### config.mk
export PLATFORM = sky130hd
export DESIGN_NAME = microwave_timer_ctrl
export DESIGN_NICKNAME = d
export VERILOG_FILES = /design/src/rtl/timer_pkg.sv /design/src/rtl/keypad_entry_reg.sv /design/src/rtl/microwave_timer_ctrl.sv
export SDC_FILE = /design/constraint.sdc
export NUM_CORES = 1
export LEC_CHECK = 0
export CORE_MARGIN = 2
export CORE_UTILIZATION = 52
export DETAILED_ROUTE_END_ITERATION = 12
export PLACE_DENSITY = 0.85
export SYNTH_ARGS = -nofsm -noshare
export SYNTH_HDL_FRONTEND = slang
export SYNTH_SLANG_ARGS = --single-unit
### constraint.sdc
create_clock -name clk -period 5 [get_ports clk]
set_input_delay 0.5 -clock clk [delete_from_list [all_inputs] [get_ports clk]]
set_output_delay 0.5 -clock clk [all_outputs]
set_load 0.05 [all_outputs]
### src/rtl/timer_pkg.sv
// Shared definitions for the microwave cook-timer control slice:
// FSM state encoding and BCD digit limits.
package timer_pkg;

  typedef enum logic [2:0] {
    ST_IDLE  = 3'd0,
    ST_ENTRY = 3'd1,
    ST_LOAD  = 3'd2,
    ST_COOK  = 3'd3,
    ST_PAUSE = 3'd4,
    ST_CLEAR = 3'd5,
    ST_DONE  = 3'd6
  } state_t;

  // Largest legal BCD digit and largest legal seconds-tens digit.
  localparam int BCD_MAX   = 9;
  localparam int SEC_T_MAX = 5;

endpackage

### src/rtl/keypad_entry_reg.sv
// Three-digit BCD M:SS entry register. Digits shift in from the right
// (seconds-ones) and fall off the left (minutes). Flags whether the
// current entry is zero and whether it is a startable time.
module keypad_entry_reg
  import timer_pkg::*;
#(
  parameter int DW = 4
) (
  input  logic          clk,
  input  logic          clearn,
  input  logic          shift_en,
  input  logic          clr,
  input  logic [DW-1:0] digit,
  output logic          key_ok,
  output logic [DW-1:0] min,
  output logic [DW-1:0] sec_t,
  output logic [DW-1:0] sec_o,
  output logic          entry_zero,
  output logic          entry_valid
);

  localparam logic [DW-1:0] DIG_MAX   = DW'(BCD_MAX);
  localparam logic [DW-1:0] SEC_T_LIM = DW'(SEC_T_MAX);

  // A key only takes effect when the FSM allows it and the digit is BCD.
  always_comb begin
    key_ok      = shift_en && (digit <= DIG_MAX);
    entry_zero  = (min == '0) && (sec_t == '0) && (sec_o == '0);
    entry_valid = !entry_zero && (sec_t <= SEC_T_LIM);
  end

  // Shift register: clear has priority over a new digit.
  always_ff @(posedge clk or negedge clearn) begin
    if (!clearn) begin
      min   <= '0;
      sec_t <= '0;
      sec_o <= '0;
    end else if (clr) begin
      min   <= '0;
      sec_t <= '0;
      sec_o <= '0;
    end else if (key_ok) begin
      min   <= sec_t;
      sec_t <= sec_o;
      sec_o <= digit;
    end
  end

endmodule

### src/rtl/microwave_timer_ctrl.sv
// Cook-timer sequencing FSM. Collects keypad digits, loads/enables/clears
// the external BCD down-counter chain, gates the magnetron and holds the
// done indicator for DONE_CYCLES cycles at the end of a cook.
module microwave_timer_ctrl
  import timer_pkg::*;
#(
  parameter int DONE_CYCLES = 8,
  parameter int DW          = 4
) (
  input  logic          clk,
  input  logic          clearn,
  input  logic          key_valid,
  input  logic [DW-1:0] key_digit,
  input  logic          start,
  input  logic          stop,
  input  logic          door_closed,
  input  logic          tick_1hz,
  input  logic          zero_flag,
  output logic [DW-1:0] ld_min,
  output logic [DW-1:0] ld_sec_t,
  output logic [DW-1:0] ld_sec_o,
  output logic          load_n,
  output logic          count_en,
  output logic          cnt_clear_n,
  output logic          mag_on,
  output logic          done,
  output logic          err
);

  localparam int            CW        = $clog2(DONE_CYCLES + 1);
  localparam logic [CW-1:0] DONE_LAST = CW'(DONE_CYCLES - 1);

  state_t        state;
  logic [CW-1:0] done_cnt;
  logic          key_en;
  logic          key_ok;
  logic          entry_zero;
  logic          entry_valid;
  logic          entry_clr;
  logic          start_ok;

  // Keys are accepted only while editing; a key arriving with start is
  // dropped so start judges the entry as it stood before the key.
  always_comb begin
    key_en    = key_valid && !start &&
                ((state == ST_IDLE) || (state == ST_ENTRY));
    entry_clr = (state == ST_CLEAR);
    start_ok  = entry_valid && door_closed;
    count_en  = (state == ST_COOK) && tick_1hz && door_closed;
  end

  keypad_entry_reg #(
    .DW (DW)
  ) u_entry (
    .clk         (clk),
    .clearn      (clearn),
    .shift_en    (key_en),
    .clr         (entry_clr),
    .digit       (key_digit),
    .key_ok      (key_ok),
    .min         (ld_min),
    .sec_t       (ld_sec_t),
    .sec_o       (ld_sec_o),
    .entry_zero  (entry_zero),
    .entry_valid (entry_valid)
  );

  // Sequencing FSM with registered control outputs and the done-hold counter.
  // In IDLE a start is silently ignored unless a kept entry (left over from
  // a finished cook) is startable, which lets a second start re-run it.
  always_ff @(posedge clk or negedge clearn) begin
    if (!clearn) begin
      state       <= ST_IDLE;
      done_cnt    <= '0;
      load_n      <= 1'b1;
      cnt_clear_n <= 1'b1;
      mag_on      <= 1'b0;
      done        <= 1'b0;
      err         <= 1'b0;
    end else begin
      err         <= 1'b0;
      load_n      <= 1'b1;
      cnt_clear_n <= 1'b1;
      case (state)
        ST_IDLE: begin
          if (start && !stop && start_ok) begin
            state  <= ST_LOAD;
            load_n <= 1'b0;
          end else if (key_ok) begin
            state <= ST_ENTRY;
          end
        end
        ST_ENTRY: begin
          if (stop) begin
            state       <= ST_CLEAR;
            cnt_clear_n <= 1'b0;
          end else if (start) begin
            if (start_ok) begin
              state  <= ST_LOAD;
              load_n <= 1'b0;
            end else begin
              err <= 1'b1;
            end
          end
        end
        ST_LOAD: begin
          state  <= ST_COOK;
          mag_on <= 1'b1;
        end
        ST_COOK: begin
          if (zero_flag) begin
            state    <= ST_DONE;
            mag_on   <= 1'b0;
            done     <= 1'b1;
            done_cnt <= '0;
          end else if (stop || !door_closed) begin
            state  <= ST_PAUSE;
            mag_on <= 1'b0;
          end
        end
        ST_PAUSE: begin
          if (stop) begin
            state       <= ST_CLEAR;
            cnt_clear_n <= 1'b0;
          end else if (start && door_closed) begin
            state  <= ST_COOK;
            mag_on <= 1'b1;
          end
        end
        ST_CLEAR: begin
          state <= ST_IDLE;
        end
        ST_DONE: begin
          if (stop) begin
            state       <= ST_CLEAR;
            done        <= 1'b0;
            cnt_clear_n <= 1'b0;
          end else if (done_cnt == DONE_LAST) begin
            state <= ST_IDLE;
            done  <= 1'b0;
          end else begin
            done_cnt <= done_cnt + 1'b1;
          end
        end
        default: begin
          state  <= ST_IDLE;
          mag_on <= 1'b0;
          done   <= 1'b0;
        end
      endcase
    end
  end

endmodule

**Yosys cells after proc, flatten, opt, wreduce, memory -nomap -nowiden**

Cells that the tools add are included.

- Word-level logic and storage cells: 105
- Output and inout port bits: 18
- Input port bits: 12
- Flip-flop bits (word level): 24

- Add/subtract/negate cells: 1
- Reduce and logical (&&, ||, !) cells: 31
- Eq/ne operators: 18
- Bitwise logic cells: 2
- $lt $le $gt $ge: 2
- Muxes and demuxes: 41

Operator list:

| operator | count |
|---|---|
| $mux 4 | 9 |
| $mux 3 | 11 |
| $pmux 3 s6 | 1 |
| $mux 1 | 16 |
| $logic_and 1x1->1 | 12 |
| $logic_not 4->1 | 3 |
| $ne 3x3->1 const B | 4 |
| $ne 2x2->1 const B | 5 |
| $eq 3x3->1 const B | 3 |
| $pmux 4 s2 | 1 |
| $reduce_and 4->1 | 2 |
| $eq 3x2->1 const B | 2 |
| $ne 3x2->1 const B | 2 |
| $reduce_and 6->1 | 1 |
| $reduce_or 5->1 | 1 |
| $add 4x1->4 const B | 1 |
| $eq 4x3->1 const B | 1 |
| $le 4x3->1 const B | 1 |
| $le 4x4->1 const B | 1 |
| $logic_not 1->1 | 4 |
| $pmux 1 s4 | 1 |
| $reduce_bool 2->1 | 2 |
| $reduce_or 4->1 | 1 |
| $eq 3x1->1 const B | 1 |
| other kinds (7) | 9 |

**Depth between registers and ports, before layout**

Gate-level depths: netlist (run 1).

- Depth after elaboration: 10
- Mapped depth: 7
- Mapped depth without buffers: 7

**Cells and area by module**

From an unflattened synthesis (run 1), not the netlist that was laid out.

- Cell total of the unflattened synthesis: 123
- Area, all modules: 1286.2 um^2

Modules (own cells, without submodules):

| module | area an instance (um^2) | cells an instance | times used |
|---|---|---|---|
| microwave_timer_ctrl | 763.2 | 80 | 1 |
| keypad_entry_reg | 523.0 | 43 | 1 |

**Worst setup path after synthesis (run 1)**

OpenSTA, ideal clock, no wires.

- Path kind: register to output
- Start point: register state[2]
- End point: output port count_en
- Arrival time: 1.722 ns
- Path buffers: 0
- Cell stages (with the launch flop): 3
- Slack: 2.778 ns
- Cell sequence: dfrtp_1 > nand2b_1 > nor3_1

- Cells in the longest elaborated chain, start to end: 3

RTL lines:

| item | line | text |
|---|---|---|
| from (decl) | microwave_timer_ctrl.sv:33 | `state_t state;` |
| from (signal assigned) | microwave_timer_ctrl.sv:73 | `state <= ST_IDLE;` |
| from (signal assigned) | microwave_timer_ctrl.sv:87 | `state <= ST_LOAD;` |
| from (signal assigned) | microwave_timer_ctrl.sv:90 | `state <= ST_ENTRY;` |
| $eq 3x2->1 | microwave_timer_ctrl.sv:49 | `count_en = (state == ST_COOK) && tick_1hz && door_closed;` |
| $logic_and 1x1->1 (2 in a row) | microwave_timer_ctrl.sv:49 |  |
| to (decl) | microwave_timer_ctrl.sv:23 | `output logic count_en,` |

Every way passes these cells.

**Worst setup path in the final report (run 1)**

- Start point: register state[0]
- End point: output port count_en

Same word-level chain as after synthesis.

==> metrics, run 1 <==
post-CTS setup buffer count 0; H-tree depth 1; commonest cells after routing, fill and taps aside clkdlybuf4s50_1, dfrtp_1, nand2_1; CTS Buffer Depth 2; first-pass GRT wire length 5110 µm; area share of the largest cell type after synthesis 43.3%; fin crit share 55.1%; final instance area around 1600 µm²; Distinct cells, synth 38; post_cts resized 0; Critical Path, Cell by Cell nand2b_1 -> nor3_1 -> clkdlybuf4s50_1; layout cell share with drive strength beyond 1 about an eighth; clk root buf clkbuf_4; Final nets ~180; GRT Total Usage 25.0%; Max-slew headroom slightly below 30%; final setup violation count 0; Post-synth EDFFs 0; Diodes inserted 0; Vias 1144; Req. time, crit path about 4.5 ns; buffers and inverters on the worst path 1; #FFs+latches synth 24; row cnt 17; commonest non-fill, non-tap cell in the layout clkdlybuf4s50_1; clock sinks 24; Fin. Hold Viols 0; vias per cell 5.99; cell taking the most area after synthesis dfrtp_1; vias in the first global route ~1100; delay-heaviest family, CP buffers and inverters; Die H 53.5 µm; warning count from the yosys run 0; Layout Skew 0.00968 ns; num ports 30; top cells by area, synth dfrtp_1, a21oi_1, nand2_1; die outline width around 53 µm; Fill cells 185; outcome completed; slowest CP cell clkdlybuf4s50_1; asr flop ratio synth 100%; CP Depth 3; Starting Density 56.4%; Worst-path clk slew 0.15 ns; Area after DPL 1560 µm²; Peak supply drop 483 µV; Die Footprint 2860 µm²; Slew @ Worst Pin 1.05 ns; Mapped Cells roughly 140; Synth-to-Final Area Change 26.7%; Core Area between 2000 and 2500 µm²; DRC violations left 0; endpoint class of the critical path output pin; CP max stage delay 0.82 ns; Non-Filler Instances 191; gr ovfl total 0; Crit Path Class reg -> out; sequential area share after synthesis 47.4%; CP startpoint kind flip-flop; Total Wirelength a little over 3000 µm; crit path max fanout 13; DRT iter0 DRCs 27; Reg2Reg Depth 6; # port buffers 29; post-DP HPWL 2170 µm; largest net degree at the start of global routing 25; Crit path arrival time approximately 2.3 ns; TNS Setup 0 ns; first-pass iteration count of the detailed router 4; post-layout min period around 2.8 ns; Synth Flop Type dfrtp_1; Cell Pwr Density 649 nW/µm²; worst hold stages 2; Final Wtd Congestion around 0.93; RSZ-0062 raised after global routing false; Leakage Power 0.000655 µW; antenna viol nets, final 0; Cells after DPL 187; routed len/inst between 15 and 20 µm; fmax 363 MHz; antenna violations before repair 0; cell area after synthesis about 1300 µm²; # Max-Cap Violations 0; max-slew violations 0; Worst-Skew Late Latency around 0.32 ns; Post-Syn Nets 150; CTS tree built; Num CTS Buffers 3; cts hold-fix bufs 0; worst hold-check path type reg -> reg; Syn Area/Cell 9.29 µm²
cell usage after synthesis, drive strengths merged (3+ instances only):
master and n:
o21ai 9, nand2 20, clkbuf 5, nor4 4, nor2 7, nand3 15, inv 3, nor3 5
a21oi 17, dfrtp 22
worst paths after layout:
check / from / to / slack [ns]
max in group asynchronous: clearn / u_entry.sec_t[3]$_DFFE_PN0P_ / 3.64
min in group asynchronous: clearn / u_entry.min[3]$_DFFE_PN0P_ / 0.73
hold reg to reg: u_entry.min[1]$_DFFE_PN0P_ / u_entry.min[1]$_DFFE_PN0P_ / 0.56
setup reg to reg: state[1]$_DFFE_PN0P_ / state[0]$_DFFE_PN0P_ / 2.88
hold / removal: u_entry.min[1]$_DFFE_PN0P_ / u_entry.min[1]$_DFFE_PN0P_ / 0.56
setup / recovery: state[0]$_DFFE_PN0P_ / count_en / 2.24
state kept, by name, indices dropped and copies added, names as in the netlist:
register,count
err,1
cnt_clear_n,1
mag_on,1
state,3
u_entry.sec_t,4
done,1
u_entry.min,4
u_entry.sec_o,4
done_cnt,4
load_n,1
area by class of cell:
type | count | area [µm²] | share of cell area (%)
flip-flops and latches | 24 | 603 | 37.4
multi-input cells | 103 | 621 | 38.5
clock buffers | 3 | 22.5 | 1.40
clock inverters | 1 | 30.0 | 1.86
inverters | 3 | 11.3 | 0.698
well taps | 28 | 35.0 | 2.17
repair buffers | 29 | 290 | 18.0
metal layers:
metal	routed length (µm)	vias to the layer above	track usage, %
met5	0	-	0
li1	-	538	-
met3	129	4	3.67
met1	1400	564	33.9
met4	41	0	10.3
met2	1480	38	39.5
stage by stage:
step	hold slack [ns]	power, µW	utilization, %	setup slack, ns
after floorplan	0.204	746	-	2.78
final	0.558	1050	71.5	2.24
after detailed placement	0.527	904	69.2	2.42
after global placement	0.515	888	69.2	2.48
after global routing	0.589	1110	71.5	2.17
after CTS	0.559	1050	71.5	2.25
cells by family (layout without fill, tap and decap cells):
logic type	after synthesis	count (layout)	synth area share, %
adders and majority gates	1	1	0.983
and+or+nand+nor	64	64	28.3
muxes	1	1	0.885
buffers and inverters	10	36	3.84
AOI/OAI and AO/OA	36	36	17.9
DFF	24	24	47.4
xor gates and xnor gates	1	1	0.688
worst register-to-register path, stage by stage (launching register included):
cell and delay [ns]:
dfrtp_1 0.54, nor2_2 0.57, inv_1 0.16, a2111oi_4 0.36, nand4bb_1 0.24, o21ai_1 0.09, o31ai_1 0.09
where the power goes:
part	switching (µW)	internal (µW)
Sequential	89.4	260
Clock	62.4	81.0
Combinational	356	198
Total	508	539
No activity file was read; power rests on OpenSTA's default activity.
==> run 2: changes to the inputs <==
- CORE_UTILIZATION: 52 -> 49
- PLACE_DENSITY: 0.85 -> 0.81
- clock period: 5 -> 2.61 ns (I/O delays scaled with it)
==> run 2 against run 1 <==
  * Via count up 2.8%
  * Hold slack worse by 0.28 ns
  * Largest power group unchanged
  * Highest routed layer unchanged
  * Clock skew down 0.0016 ns
  * Critical endpoint unchanged
==> metrics, run 2 (synthesized netlist as in run 1, its figures left out) <==
outcome completed; Final Wtd Congestion 0.872; Fill cells 210; RR Endpoint done_cnt[3]$_DFFE_PN0P_; Fin. Hold Viols 0; Req. time, crit path around 2.4 ns; Reg2Reg Depth 6; crit path max fanout 9; post-layout min period ~2.3 ns; commonest non-fill, non-tap cell in the layout clkdlybuf4s50_1; vias per cell 5.97; Peak supply drop 995 µV; Setup crit start state[2]$_DFFE_PN0P_; H-tree depth 1; Starting Density 51.4%; antenna viol nets, final 0; final instance area 1650 µm²; endpoint class of the critical path output pin; CTS tree built; r2r setup slk roughly 0.66 ns; Layout Skew just over 0.008 ns; DRC violations left 0; GRT Total Usage around a quarter; # port buffers 29; CP startpoint kind flip-flop; Num CTS Buffers 3; commonest cells after routing, fill and taps aside clkdlybuf4s50_1, dfrtp_1, nand2_1; fin crit share 89.6%; Finished Core Util about two thirds; first-pass GRT wire length roughly 5300 µm; routed len/inst 15.9 µm; antenna violations before repair 0; first-pass iteration count of the detailed router 4; Final nets 181; Die Footprint slightly above 3000 µm²; post-DP HPWL about 2200 µm; TNS Setup 0 ns; Leakage Power 0.000675 µW; post-CTS setup buffer count 0; Synth-to-Final Area Change 29.3%; vias in the first global route about 1200; fmax 428 MHz; max-slew violations 0; Die H around 55 µm; row cnt 18; clock sinks 24; Worst-Skew Late Latency 0.31 ns; layout cell share with drive strength beyond 1 13.8%; final setup violation count 0; num ports 30; Core Area 2480 µm²; die outline width about 55 µm; clk root buf clkbuf_4; Diodes inserted 0; DRT iter0 DRCs 31; cts hold-fix bufs 0; Cell Pwr Density 1240 nW/µm²; FF-to-FF Start done_cnt[0]$_DFFE_PN0P_; Total Wirelength 3140 µm; Area after DPL about 1600 µm²; Vias 1176; gr ovfl total 0; largest net degree at the start of global routing 25; Slew @ Worst Pin 0.513 ns; worst setup path end count_en; Max-slew headroom 65.5%; post_cts resized 0; Worst-path clk slew ~0.14 ns; RSZ-0062 raised after global routing false; # Max-Cap Violations 0; worst hold-check path type in -> async; Crit path arrival time 2.08 ns; Crit Path Class reg -> out; CTS Buffer Depth 2
==> run 2: cell count changes in the layout (fill, tap and decap cells not counted) <==
cell and change:
buf_4 +4
==> run 2: worst max-delay path: stages, from the launching register on <==
cell	delay [ns]
dfrtp_1	0.50
nand2b_1	0.25
nor3_1	0.19
clkdlybuf4s50_1	0.83
==> run 2: layout make-up <==
class	instances	area [µm²]	area share (%)
Inverter	3	11.3	0.684
Multi-Input combinational cell	103	621	37.7
Sequential cell	24	603	36.7
Clock buffer	3	22.5	1.37
Tap cell	30	37.5	2.28
Timing Repair Buffer	33	320	19.5
Clock inverter	1	30.0	1.83
==> run 2: how the worst min path moves through the flow <==
stage,cells past startpoint,endpoint
global placement,1,done_cnt[1]$_DFFE_PN0P_
floorplan,0,done$_DFFE_PN0P_
global route,2,u_entry.min[2]$_DFFE_PN0P_
finish,2,done$_DFFE_PN0P_
CTS,2,state[1]$_DFFE_PN0P_
detailed placement,1,done_cnt[1]$_DFFE_PN0P_
==> run 2: through the flow <==
stage	total power (µW)	setup slack [ns]	cells	hold WS, ns
6_report	2050	0.271	197	0.280
5_1_grt	2160	0.186	197	0.325
4_1_cts	2050	0.278	197	0.291
3_5_place_dp	1770	0.503	193	0.524
3_3_place_gp	1740	0.535	193	0.514
2_1_floorplan	1430	0.627	137	-0.0346
==> run 2: routing by layer <==
layer | vias up | GRT usage [%] | routed length (µm)
li1 | 553 | - | -
met2 | 55 | 41.9 | 1550
met3 | 10 | 5.11 | 203
met1 | 558 | 30.5 | 1320
met5 | - | 0 | 0
met4 | 0 | 9.35 | 70
==> run 2: report_power, final <==
part / switching [µW] / total, µW / internal, µW
logic: 733 / 1140 / 403
clock network: 115 / 270 / 155
registers: 141 / 639 / 498
==> run 3: changes to the inputs <==
- CORE_UTILIZATION: 49 -> 48
- PLACE_DENSITY: 0.81 -> 0.79
- clock period: 2.61 -> 2.58 ns (I/O delays scaled with it)
==> run 3 against run 2 <==
  * Combinational power barely moved
  * Wire length fell by 6.7%
  * Clock power barely moved
  * Register-to-register slack barely moved
  * Global-route usage fell by 4.2 points
  * Core utilization fell by 0.60 points
  * Power barely moved
  * Worst setup slack got worse by 0.034 ns
  * Flip-flop and latch count did not move
  * Largest cell class unchanged
  * Critical path depth did not move
==> metrics, run 3 (synthesized netlist as in run 1, its figures left out) <==
grt met1 use 26.4%; fin crit share 90.8%; Synth-to-Final Area Change 29.3%; clock sinks 24; Reg2Reg Depth 6; final setup violation count 0; first-pass GRT wire length 5010 µm; Worst-path clk slew 0.13 ns; worst hold-check path type in -> async; first-pass iteration count of the detailed router 4; cts hold-fix bufs 0; Peak supply drop roughly 840 µV; post_cts resized 0; Starting Density 50.9%; Setup crit start state[2]$_DFFE_PN0P_; GRT busiest layer met2; post-CTS setup buffer count 0; vias in the first global route around 1100; Num CTS Buffers 3; max-slew violations 0; clk root buf clkbuf_4; Critical Path, Cell by Cell nand2b_1 -> nor3_1 -> clkdlybuf4s50_1; slowest CP cell clkdlybuf4s50_1; RR Endpoint state[0]$_DFFE_PN0P_; Leakage Power 0.000675 µW; Cell Pwr Density 1240 nW/µm²; Die H between 50 and 60 µm; commonest cells after routing, fill and taps aside clkdlybuf4s50_1, dfrtp_1, nand2_1; Finished Core Util 65.8%; met2 Usage GRT 34.5%; Final nets 181; outcome completed; CP max stage delay 0.82 ns; layout cell share with drive strength beyond 1 13.8%; GRT met3 Usage 2.81%; Fin. Hold Viols 0; Diodes inserted 0; post-DP HPWL 2160 µm; DRT iter0 DRCs 39; Crit Path Class reg -> out; Max-slew headroom 61.6%; Die Footprint 3080 µm²; CTS tree built; Tot Pwr about 2000 µW; Final Wtd Congestion roughly 0.85; fmax 427 MHz; gr ovfl total 0; largest net degree at the start of global routing 25; TNS Setup 0 ns; Req. time, crit path between 2 and 2.5 ns; Core Area 2500 µm²; DRC violations left 0; r2r setup slk 0.65 ns; antenna violations before repair 0; CTS Buffer Depth 2; Worst-Skew Late Latency 0.31 ns; crit path max fanout 9; commonest non-fill, non-tap cell in the layout clkdlybuf4s50_1; post-layout min period approximately 2.3 ns; # Max-Cap Violations 0; CP startpoint kind flip-flop; die outline width 55.5 µm; Total Wirelength 2930 µm; FF-to-FF Start u_entry.min[1]$_DFFE_PN0P_; Slew @ Worst Pin ~0.57 ns; routed len/inst 14.9 µm; Crit path arrival time 2.08 ns; num ports 30; GRT Total Usage 20.3%; RSZ-0062 raised after global routing false; Vias 1142; endpoint class of the critical path output pin; antenna viol nets, final 0; Layout Skew between 0.003 and 0.004 ns; vias per cell between 5 and 6; # port buffers 29; row cnt 18; H-tree depth 1
run 3: cell type report:
class	instances	area [µm²]
Timing Repair Buffer	33	320
Tap cell	30	37.5
Inverter	3	11.3
Fill cell	201	855
Clock buffer	3	22.5
Multi-Input combinational cell	103	621
Sequential cell	24	603
Clock inverter	1	30.0
run 3: power breakdown:
| part | internal [µW] | total [µW] | switching, µW |
|---|---|---|---|
| clock network | 157 | 270 | 113 |
| logic | 408 | 1130 | 726 |
| registers | 504 | 643 | 139 |
| total | 1070 | 2050 | 978 |
run 3: worst max-delay path by stage:
stage	slack (ns)	depth (start not counted)	end
2_1_floorplan	0.60	2	count_en
3_3_place_gp	0.54	7	state[2]$_DFFE_PN0P_
3_5_place_dp	0.48	6	done_cnt[3]$_DFFE_PN0P_
4_1_cts	0.24	3	count_en
5_1_grt	0.16	3	count_en
6_report	0.24	3	count_en
run 3: through the flow:
stage / std cells / area (µm²) / hold WS, ns / worst slack (ns)
after floorplan: 137 / 1270 / -0.0376 / 0.600
after global placement: 193 / 1590 / 0.511 / 0.538
after detailed placement: 193 / 1590 / 0.531 / 0.484
after CTS: 197 / 1650 / 0.288 / 0.235
after global routing: 197 / 1650 / 0.291 / 0.164
final: 197 / 1650 / 0.279 / 0.238
run 3: worst max-delay path: cells and delay by family, from the launching register on:
kind	cells	cell delay, ns
buffers and inverters	1	0.82
flip-flops	1	0.50
AND/OR/NAND/NOR	2	0.45
run 3: layer usage:
metal | up-vias | part of all wire (%)
met4 | 0 | 0.48
li1 | 556 | -
met5 | - | 0
met1 | 554 | 46
met2 | 30 | 50
met3 | 2 | 3.7
